<file path="config.mk">
export PLATFORM = sky130hd
export DESIGN_NAME = acs_unit
export DESIGN_NICKNAME = d
export VERILOG_FILES = /design/src/rtl/acs_unit_pkg.sv /design/src/rtl/acs_unit_min_state_tree.sv /design/src/rtl/acs_unit.sv
export SDC_FILE = /design/constraint.sdc
export NUM_CORES = 2
export LEC_CHECK = 0
export CORE_MARGIN = 2
export CORE_UTILIZATION = 57
export DETAILED_ROUTE_END_ITERATION = 8
export GPL_ROUTABILITY_DRIVEN = 0
export HOLD_SLACK_MARGIN = 0.08
export PLACE_DENSITY_LB_ADDON = 0.15
export SYNTH_ARGS = -nofsm -noshare
export SYNTH_HDL_FRONTEND = slang
export SYNTH_SLANG_ARGS = --single-unit
export TNS_END_PERCENT = 10
</file>
<file path="constraint.sdc">
create_clock -name clk -period 13.9 [get_ports clk]
set_input_delay 2.78 -clock clk [delete_from_list [all_inputs] [get_ports clk]]
set_output_delay 2.78 -clock clk [all_outputs]
set_load 0.01 [all_outputs]
</file>
<file path="src/rtl/acs_unit_pkg.sv">
// acs_unit_pkg: shared trellis constants and the K=7 133/171 branch-label function
package acs_unit_pkg;
  localparam int DEPTH_DEF = 32;
  localparam int SOFT_W_DEF = 3;
  localparam int PM_W_DEF = 8;
  localparam int INIT_PM = 64;
  localparam logic [6:0] G0 = 7'o133;
  localparam logic [6:0] G1 = 7'o171;
  function automatic logic [1:0] enc_bits(input logic [5:0] p, input logic u);
    logic [6:0] v;
    v = {u, p[0], p[1], p[2], p[3], p[4], p[5]};
    return {^(v & G0), ^(v & G1)};
  endfunction
endpackage

</file>
<file path="src/rtl/acs_unit_min_state_tree.sv">
// min_state_tree: 3-stage pipelined 64->16->4->1 modulo-min search returning the winning state
module min_state_tree #(
  parameter int PM_W = 8
) (
  input  logic                 clk,
  input  logic                 rst,
  input  logic [64*PM_W-1:0]   pm,
  input  logic                 pm_vld,
  output logic [5:0]           state,
  output logic                 state_vld
);
  localparam int E = PM_W + 6;
  localparam logic [PM_W-1:0] HALF = {1'b1, {(PM_W-1){1'b0}}};
  logic [16*E-1:0] n1, s1;
  logic [4*E-1:0] n2, s2;
  logic v1, v2;
  function automatic logic better(input logic [PM_W-1:0] a, input logic [PM_W-1:0] b);
    return (b - a) >= HALF;
  endfunction
  function automatic logic [E-1:0] pick(input logic [E-1:0] a, input logic [E-1:0] b);
    return better(a[E-1:6], b[E-1:6]) ? b : a;
  endfunction
  function automatic logic [E-1:0] min4(input logic [4*E-1:0] x);
    return pick(pick(x[0+:E], x[E+:E]), pick(x[2*E+:E], x[3*E+:E]));
  endfunction
  function automatic logic [5:0] min4_idx(input logic [4*E-1:0] x);
    logic [E-1:0] l, r;
    l = pick(x[0+:E], x[E+:E]);
    r = pick(x[2*E+:E], x[3*E+:E]);
    return better(l[E-1:6], r[E-1:6]) ? r[5:0] : l[5:0];
  endfunction
  // first two reduction levels; entries are {metric, index}, lower index sits in lower slot
  always_comb begin
    n1 = '0;
    n2 = '0;
    for (int g = 0; g < 16; g++)
      n1[g*E +: E] = min4({pm[(4*g+3)*PM_W +: PM_W], 6'(4*g+3), pm[(4*g+2)*PM_W +: PM_W], 6'(4*g+2),
                           pm[(4*g+1)*PM_W +: PM_W], 6'(4*g+1), pm[(4*g)*PM_W +: PM_W], 6'(4*g)});
    for (int g = 0; g < 4; g++)
      n2[g*E +: E] = min4(s1[g*4*E +: 4*E]);
  end
  // pipeline registers; reset drops any search in flight
  always_ff @(posedge clk) begin
    if (rst) begin
      v1 <= 1'b0;
      v2 <= 1'b0;
      state_vld <= 1'b0;
      state <= '0;
    end else begin
      v1 <= pm_vld;
      v2 <= v1;
      state_vld <= v2;
      if (pm_vld) s1 <= n1;
      if (v1) s2 <= n2;
      if (v2) state <= min4_idx(s2);
    end
  end
endmodule

</file>
<file path="src/rtl/acs_unit.sv">
// acs_unit: 64-state add-compare-select for the K=7 rate-1/2 Viterbi decoder with frame-end min search
module acs_unit
  import acs_unit_pkg::*;
#(
  parameter int DEPTH = DEPTH_DEF,
  parameter int SOFT_W = SOFT_W_DEF,
  parameter int PM_W = PM_W_DEF
) (
  input  logic              clk,
  input  logic              rst,
  input  logic [SOFT_W-1:0] di_soft_a,
  input  logic [SOFT_W-1:0] di_soft_b,
  input  logic              di_vld,
  input  logic              di_start,
  output logic [63:0]       do_sur_path,
  output logic              do_sur_path_vld,
  output logic [5:0]        do_cur_state,
  output logic              do_cur_state_vld
);
  localparam int CW = DEPTH > 1 ? $clog2(DEPTH) : 1;
  localparam logic [SOFT_W-1:0] SMAX = '1;
  localparam logic [PM_W-1:0] HALF = {1'b1, {(PM_W-1){1'b0}}};
  localparam logic [PM_W-1:0] PM_INIT = PM_W'(INIT_PM);
  logic [SOFT_W-1:0] a_q, b_q;
  logic vld_q, start_q, last, last_vld;
  logic [PM_W-1:0] pm [64];
  logic [PM_W-1:0] src [64];
  logic [PM_W-1:0] nxt [64];
  logic [63:0] sur;
  logic [CW-1:0] cnt, step;
  logic [64*PM_W-1:0] pm_flat;
  // input register; a start only counts when its pair is valid
  always_ff @(posedge clk) begin
    if (rst) begin
      vld_q <= 1'b0;
      start_q <= 1'b0;
      a_q <= '0;
      b_q <= '0;
    end else begin
      vld_q <= di_vld;
      start_q <= di_vld & di_start;
      a_q <= di_soft_a;
      b_q <= di_soft_b;
    end
  end
  // a frame start replaces the stored metrics with the known-start-state profile
  always_comb begin
    for (int k = 0; k < 64; k++) src[k] = start_q ? ((k == 0) ? '0 : PM_INIT) : pm[k];
    for (int k = 0; k < 64; k++) pm_flat[k*PM_W +: PM_W] = pm[k];
  end
  assign step = start_q ? '0 : cnt;
  assign last = step == CW'(DEPTH - 1);
  for (genvar n = 0; n < 64; n++) begin : g_acs
    localparam logic [5:0] NS = 6'(n);
    localparam logic [5:0] P0 = {1'b0, NS[5:1]};
    localparam logic [5:0] P1 = {1'b1, NS[5:1]};
    logic [1:0] e0, e1;
    logic [SOFT_W:0] bm0, bm1;
    logic [PM_W-1:0] c0, c1;
    assign e0 = enc_bits(P0, NS[0]);
    assign e1 = enc_bits(P1, NS[0]);
    assign bm0 = {1'b0, e0[1] ? SMAX - a_q : a_q} + {1'b0, e0[0] ? SMAX - b_q : b_q};
    assign bm1 = {1'b0, e1[1] ? SMAX - a_q : a_q} + {1'b0, e1[0] ? SMAX - b_q : b_q};
    assign c0 = src[P0] + PM_W'(bm0);
    assign c1 = src[P1] + PM_W'(bm1);
    assign sur[n] = (c1 - c0) >= HALF;
    assign nxt[n] = sur[n] ? c1 : c0;
  end
  // metric/survivor registers and the frame step counter; everything holds across di_vld gaps
  always_ff @(posedge clk) begin
    if (rst) begin
      for (int k = 0; k < 64; k++) pm[k] <= (k == 0) ? '0 : PM_INIT;
      do_sur_path <= '0;
      do_sur_path_vld <= 1'b0;
      last_vld <= 1'b0;
      cnt <= '0;
    end else begin
      do_sur_path_vld <= vld_q;
      last_vld <= vld_q & last;
      if (vld_q) begin
        for (int k = 0; k < 64; k++) pm[k] <= nxt[k];
        do_sur_path <= sur;
        cnt <= last ? '0 : step + 1'b1;
      end
    end
  end
  min_state_tree #(.PM_W(PM_W)) u_tree (
    .clk(clk),
    .rst(rst),
    .pm(pm_flat),
    .pm_vld(last_vld),
    .state(do_cur_state),
    .state_vld(do_cur_state_vld)
  );
endmodule
</file>
# --- After elaboration in Yosys (flattened, before gate mapping) ---
# Memory sizes are Yosys's and may differ from the RTL's.
# Cells that the tools add are included.
classes:
  add_sub_neg: 262
  mul: 0
  div: 0
  magnitude_cmp: 127
  eq_ne: 1
  shift: 0
  muxes: 262
  bitwise: 67
  reduce_logical: 2
ops:
  columns: ["cell", "n"]
  rows:
  - ["$mux 8", 192]
  - ["$add 8x4->8", 128]
  - ["$ge 8x8->1 const B", 127]
  - ["$sub 8x8->8", 127]
  - ["$mux 14", 62]
  - ["$or 1x1->1", 64]
  - ["$add 3x3->4", 4]
  - ["$mux 5", 2]
  - ["$mux 6", 1]
  - ["$sub 3x3->3 const A", 2]
  - ["$add 5x1->5 const B", 1]
  - ["$eq 5x5->1 const B", 1]
  - ["$mux 1", 5]
  - ["$reduce_and 2->1", 2]
  - ["$and 1x1->1", 2]
  - ["$not 1->1", 1]
word_totals:
  reg_bits: 368
  latch_bits: 0
  mem_bits_rw: 512
  romBits: 0
  out_inout_bits: 72
  wordCells: 736
  mem_count: 1
mem_list:
  columns: ["memory", "words", "width", "rd", "rd_ports_with_merged_regs", "write_ports", "line", "text"]
  rows:
  - ["pm", 64, 8, 64, 0, 64, "acs_unit.sv:26", "logic [PM_W-1:0] pm [64];"]

# --- Depth between registers and ports, before layout ---
logic_depth:
  word_depth: 7
  depth_mapped: 24
  ltp_nobuf: 21

# --- Hierarchy ---
# From an unflattened synthesis, not the netlist that was laid out.
hier_totals:
  hier_cells: 11372
  hier_area_um2: 98341.8
by_module_without_submodules:
  columns: ["module", "instances", "cells_each", "area_each_um2", "seq_area_each_um2"]
  rows:
  - ["acs_unit", 1, 8253, 70830.4, 16956.3]
  - ["min_state_tree", 1, 3119, 27511.4, 6426.2]

# --- Worst setup path before layout ---
# No wires, ideal clock.
synth_path:
  path_kind: "input to register"
  start: "in rst"
  end: "mem pm[0][0], enable pin"
  setup_time_ns: 0.856
  arrival_time_ns: 13.049
  setup_slack_ns: -0.005
  path_stages: 4
  n_path_buf: 2
  path_cell_list: "nor2_1 clkbuf_1 clkbuf_1 inv_1"
synth_rtl:
  columns: ["element", "line", "text"]
  rows:
  - ["start, declared", "acs_unit.sv:10", "input logic rst,"]
  - ["end, declared", "acs_unit.sv:26", null]

==> flow_summary.json <==
{
  "vias_per_cell": 6.097,
  "htreeDepth": 3,
  "fin_crit_sh": 0.4730,
  "numCtsBuffers": 99,
  "seq_area_frac_synth": 0.2643,
  "dp_hpwl_um": 216400,
  "hp-start": "do_sur_path[8]",
  "slew_headroom": 0.1393,
  "start_util": 0.5743,
  "hold_depth": 2,
  "routed_wl_um": 278400,
  "crit_path_end_kind": "register",
  "drc_errors": 0,
  "post_drt_wl_per_cell_um": 23.47,
  "fmaxAchievable_ghz": 0.1521,
  "cts_tree": "yes",
  "postCtsResizedCells": 0,
  "gr-total-overflow": 0,
  "ys.flop_type": "edfxtp_1",
  "fin_cells": 11870,
  "ys_types": 94,
  "clockBufferDepth": 3,
  "ant_nets": 0,
  "worst_clock_skew_ps": 40.44,
  "fin_ws_ps": 7325,
  "path_class": "register to register",
  "worst-endpoint-required_ps": 14470,
  "critical-path-slowest-cell": "fa_4",
  "timing.final.crit_period_ps": 6575,
  "reg2reg_from": "a_q[1]",
  "clk_latency_ps": 750,
  "hold_buffers": 0,
  "worst_pin_slew_ps": 1282,
  "min_to": "do_sur_path[8]",
  "io_pins": 82,
  "drt_iter0_markers": 6741,
  "nNetsFinal": 11160,
  "grt_antenna_before_repair": 12,
  "syn2layout_area_growth_pct": 7.344,
  "die-area_mm2": 0.1584,
  "drive_gt1_frac": 0.05112,
  "cts_sinks": 808,
  "grt_max_degree": 182,
  "tns_ps": 0,
  "hold_path.class": "register to register",
  "cp-start-kind": "register",
  "grtUsageTotal": 0.3471,
  "status": "complete, no violations",
  "grt_pass1_wl_um": 419300,
  "post-place-ws_ps": 7416,
  "dp.cells": 11680,
  "die_h_um": 398.0,
  "rsz0062_at_grt": "no",
  "drv_cap": 0,
  "synth_top_area_cell": "edfxtp_1",
  "synth_area_mm2": 0.08847,
  "cts_setup_buffers": 0,
  "r2r_setup_slack_ps": 7330,
  "final-hold-violation-count": 0,
  "vias": 72350,
  "synthTopCellsByArea": "edfxtp_1 (24%), ha_1 (18%), mux2i_1 (7.5%), xnor2_1 (6.3%), nor2_1 (5.6%)",
  "die_x_um": 398.0,
  "cts_root_buf": "clkbuf_16",
  "core-area_mm2": 0.1540,
  "cp.arrival_ps": 7140,
  "synth-edff-count": 720,
  "path_clk_slew_ps": 60,
  "fin_util": 0.6165,
  "fillers": 13130,
  "crit_path_max_fanout": 27,
  "grt_pass1_vias": 70440,
  "reg2reg_depth": 19,
  "synth_nets": 11130,
  "portBuffers": 81,
  "rows": 144,
  "setup_violations": 0,
  "async_reset_ff_frac": 0,
  "first_pass_iters": 7,
  "syn_inst": 9709,
  "ys_seq_elements": 808,
  "r2r-end": "pm[0][238]",
  "avgSynthCellArea_um2": 9.112,
  "synth_top_area_share": 0.2444,
  "yosys_warnings": 0,
  "drv_slew": 0,
  "path_cells": "inv_1, fa_4, buf_4, buf_4, ha_1, a21o_1, a21oi_1, nor2b_1, o21ai_0, xnor2_1, nor2_1, inv_1, ha_1, o21a_1, o21ai_0, nand2b_1, xnor2_1, mux2_2, nand2_1",
  "slowest_delay_ps": 1180
}
-- sequential cells by signal, indices dropped and copies added (netlist names) --
register          count
u_tree.v2             1
last_vld              1
do_sur_path          64
vld_q                 1
start_q               1
u_tree.state          6
u_tree.s2            48
pm                  512
b_q                   3
u_tree.s1           160
cnt                   5
do_sur_path_vld       1
u_tree.v1             1
a_q                   3
u_tree.state_vld      1
-- worst max path at each step --
stage / from / endpoint / slack (ps) / cells after the start
finish: a_q[1] / pm[0][238] / 7330 / 19
global route: a_q[1] / pm[0][229] / 6940 / 18
CTS: a_q[1] / pm[0][238] / 7360 / 19
detailed placement: a_q[1] / pm[0][238] / 7420 / 19
global placement: a_q[1] / pm[0][238] / 7390 / 19
floorplan: rst / pm[0][0] / 2210 / 4
-- through the flow --
stage / cell area [um^2] / hold slack (ps)
floorplan: 88470 / 429.7
global placement: 91700 / 434.7
detailed placement: 91700 / 443.9
CTS: 94960 / 455.3
global route: 94960 / 477.9
finish: 94970 / 448.3
-- cell type report --
| type | count | area, um^2 | share of cell area |
|---|---|---|---|
| tap | 2044 | 2557 | 0.02693 |
| inverter | 787 | 2964 | 0.03121 |
| clock buffer | 120 | 2649 | 0.02789 |
| multi-input combinational | 7896 | 61440 | 0.6469 |
| sequential | 808 | 23390 | 0.2463 |
| timing repair buffer | 143 | 1356 | 0.01428 |
| antenna | 2 | 5.005 | 0.00005270 |
| clock inverter | 66 | 613.1 | 0.006456 |
-- Yosys cell counts (8+ instances only) --
master     number
a211oi_1       76
a21o_1        336
a21oi_1       651
a221o_1        11
a221oi_1       28
a22o_1         13
a22oi_1        37
a2bb2oi_1       8
a31oi_1        27
and2_1         19
and3_1         67
buf_1          18
clkbuf_1      187
dfxtp_1        88
edfxtp_1      720
fa_1          132
ha_1         1279
inv_1         786
maj3_1          8
mux2_2        118
mux2i_1       666
nand2_1       334
nand2b_1       90
nand3_1        65
nand4_1        16
nor2_1       1314
nor2b_1       441
nor3_1         34
o21a_1        282
o21ai_0       585
o221ai_2        8
o22ai_1        25
o31ai_1        15
or2_2          35
or3_1          48
xnor2_1       634
xnor2_2        36
xor2_1        310
-- routing by layer --
| layer | global-route usage | wire length, um | share of wire |
|---|---|---|---|
| met1 | 0.4531 | 114500 | 0.41 |
| met2 | 0.5478 | 123200 | 0.44 |
| met3 | 0.05061 | 21740 | 0.078 |
| met4 | 0.2024 | 18930 | 0.068 |
| met5 | 0 | 20 | 0.000072 |
-- placed cells by master (no fill, tap or decap), types with 11 or more instances in the layout --
cell type	n
inv_1	782
edfxtp_1	720
o21a_1	282
xor2_1	306
nor3_1	34
dfxtp_1	87
clkdlybuf4s50_1	80
clkbuf_16	101
and2_1	19
a21oi_1	651
nor2_1	1313
nand4_1	16
xnor2_2	37
ha_1	1278
mux2i_1	666
nand3_1	65
and3_1	67
a211oi_1	76
o22ai_1	25
o21ai_0	585
a22o_1	13
a221oi_1	28
fa_1	130
a31oi_1	27
a21o_1	334
clkbuf_1	14
nand2_1	334
nand2b_1	89
or3_1	48
or2_2	35
clkinv_1	17
xnor2_1	633
nor2b_1	439
a221o_1	11
a22oi_1	37
mux2_2	118
buf_4	56
o31ai_1	15
clkinv_2	19
-- worst max-delay path: cells and delay by family, from the launching register on --
kind                     cells  cell delay (ps)
AND/OR/NAND/NOR              4              430
XOR/XNOR                     2              900
multiplexers                 1              420
adder cells (fa/ha/maj)      3             1770
buffers and inverters        4             1510
flip-flops                   1              460
AO/OA/AOI/OAI                5              790
-- kinds of logic after synthesis --
logic type,count (synthesis),synth area share
buf+inv,1005,0.04328
fa+ha+maj,1425,0.2124
compound gates,2190,0.1552
xor+xnor,990,0.1031
mux,794,0.09186
flops,808,0.2643
simple gates,2497,0.1299
Power is not shown: default switching activity piles up to over one toggle a cycle in this logic, so the estimate is an artifact.
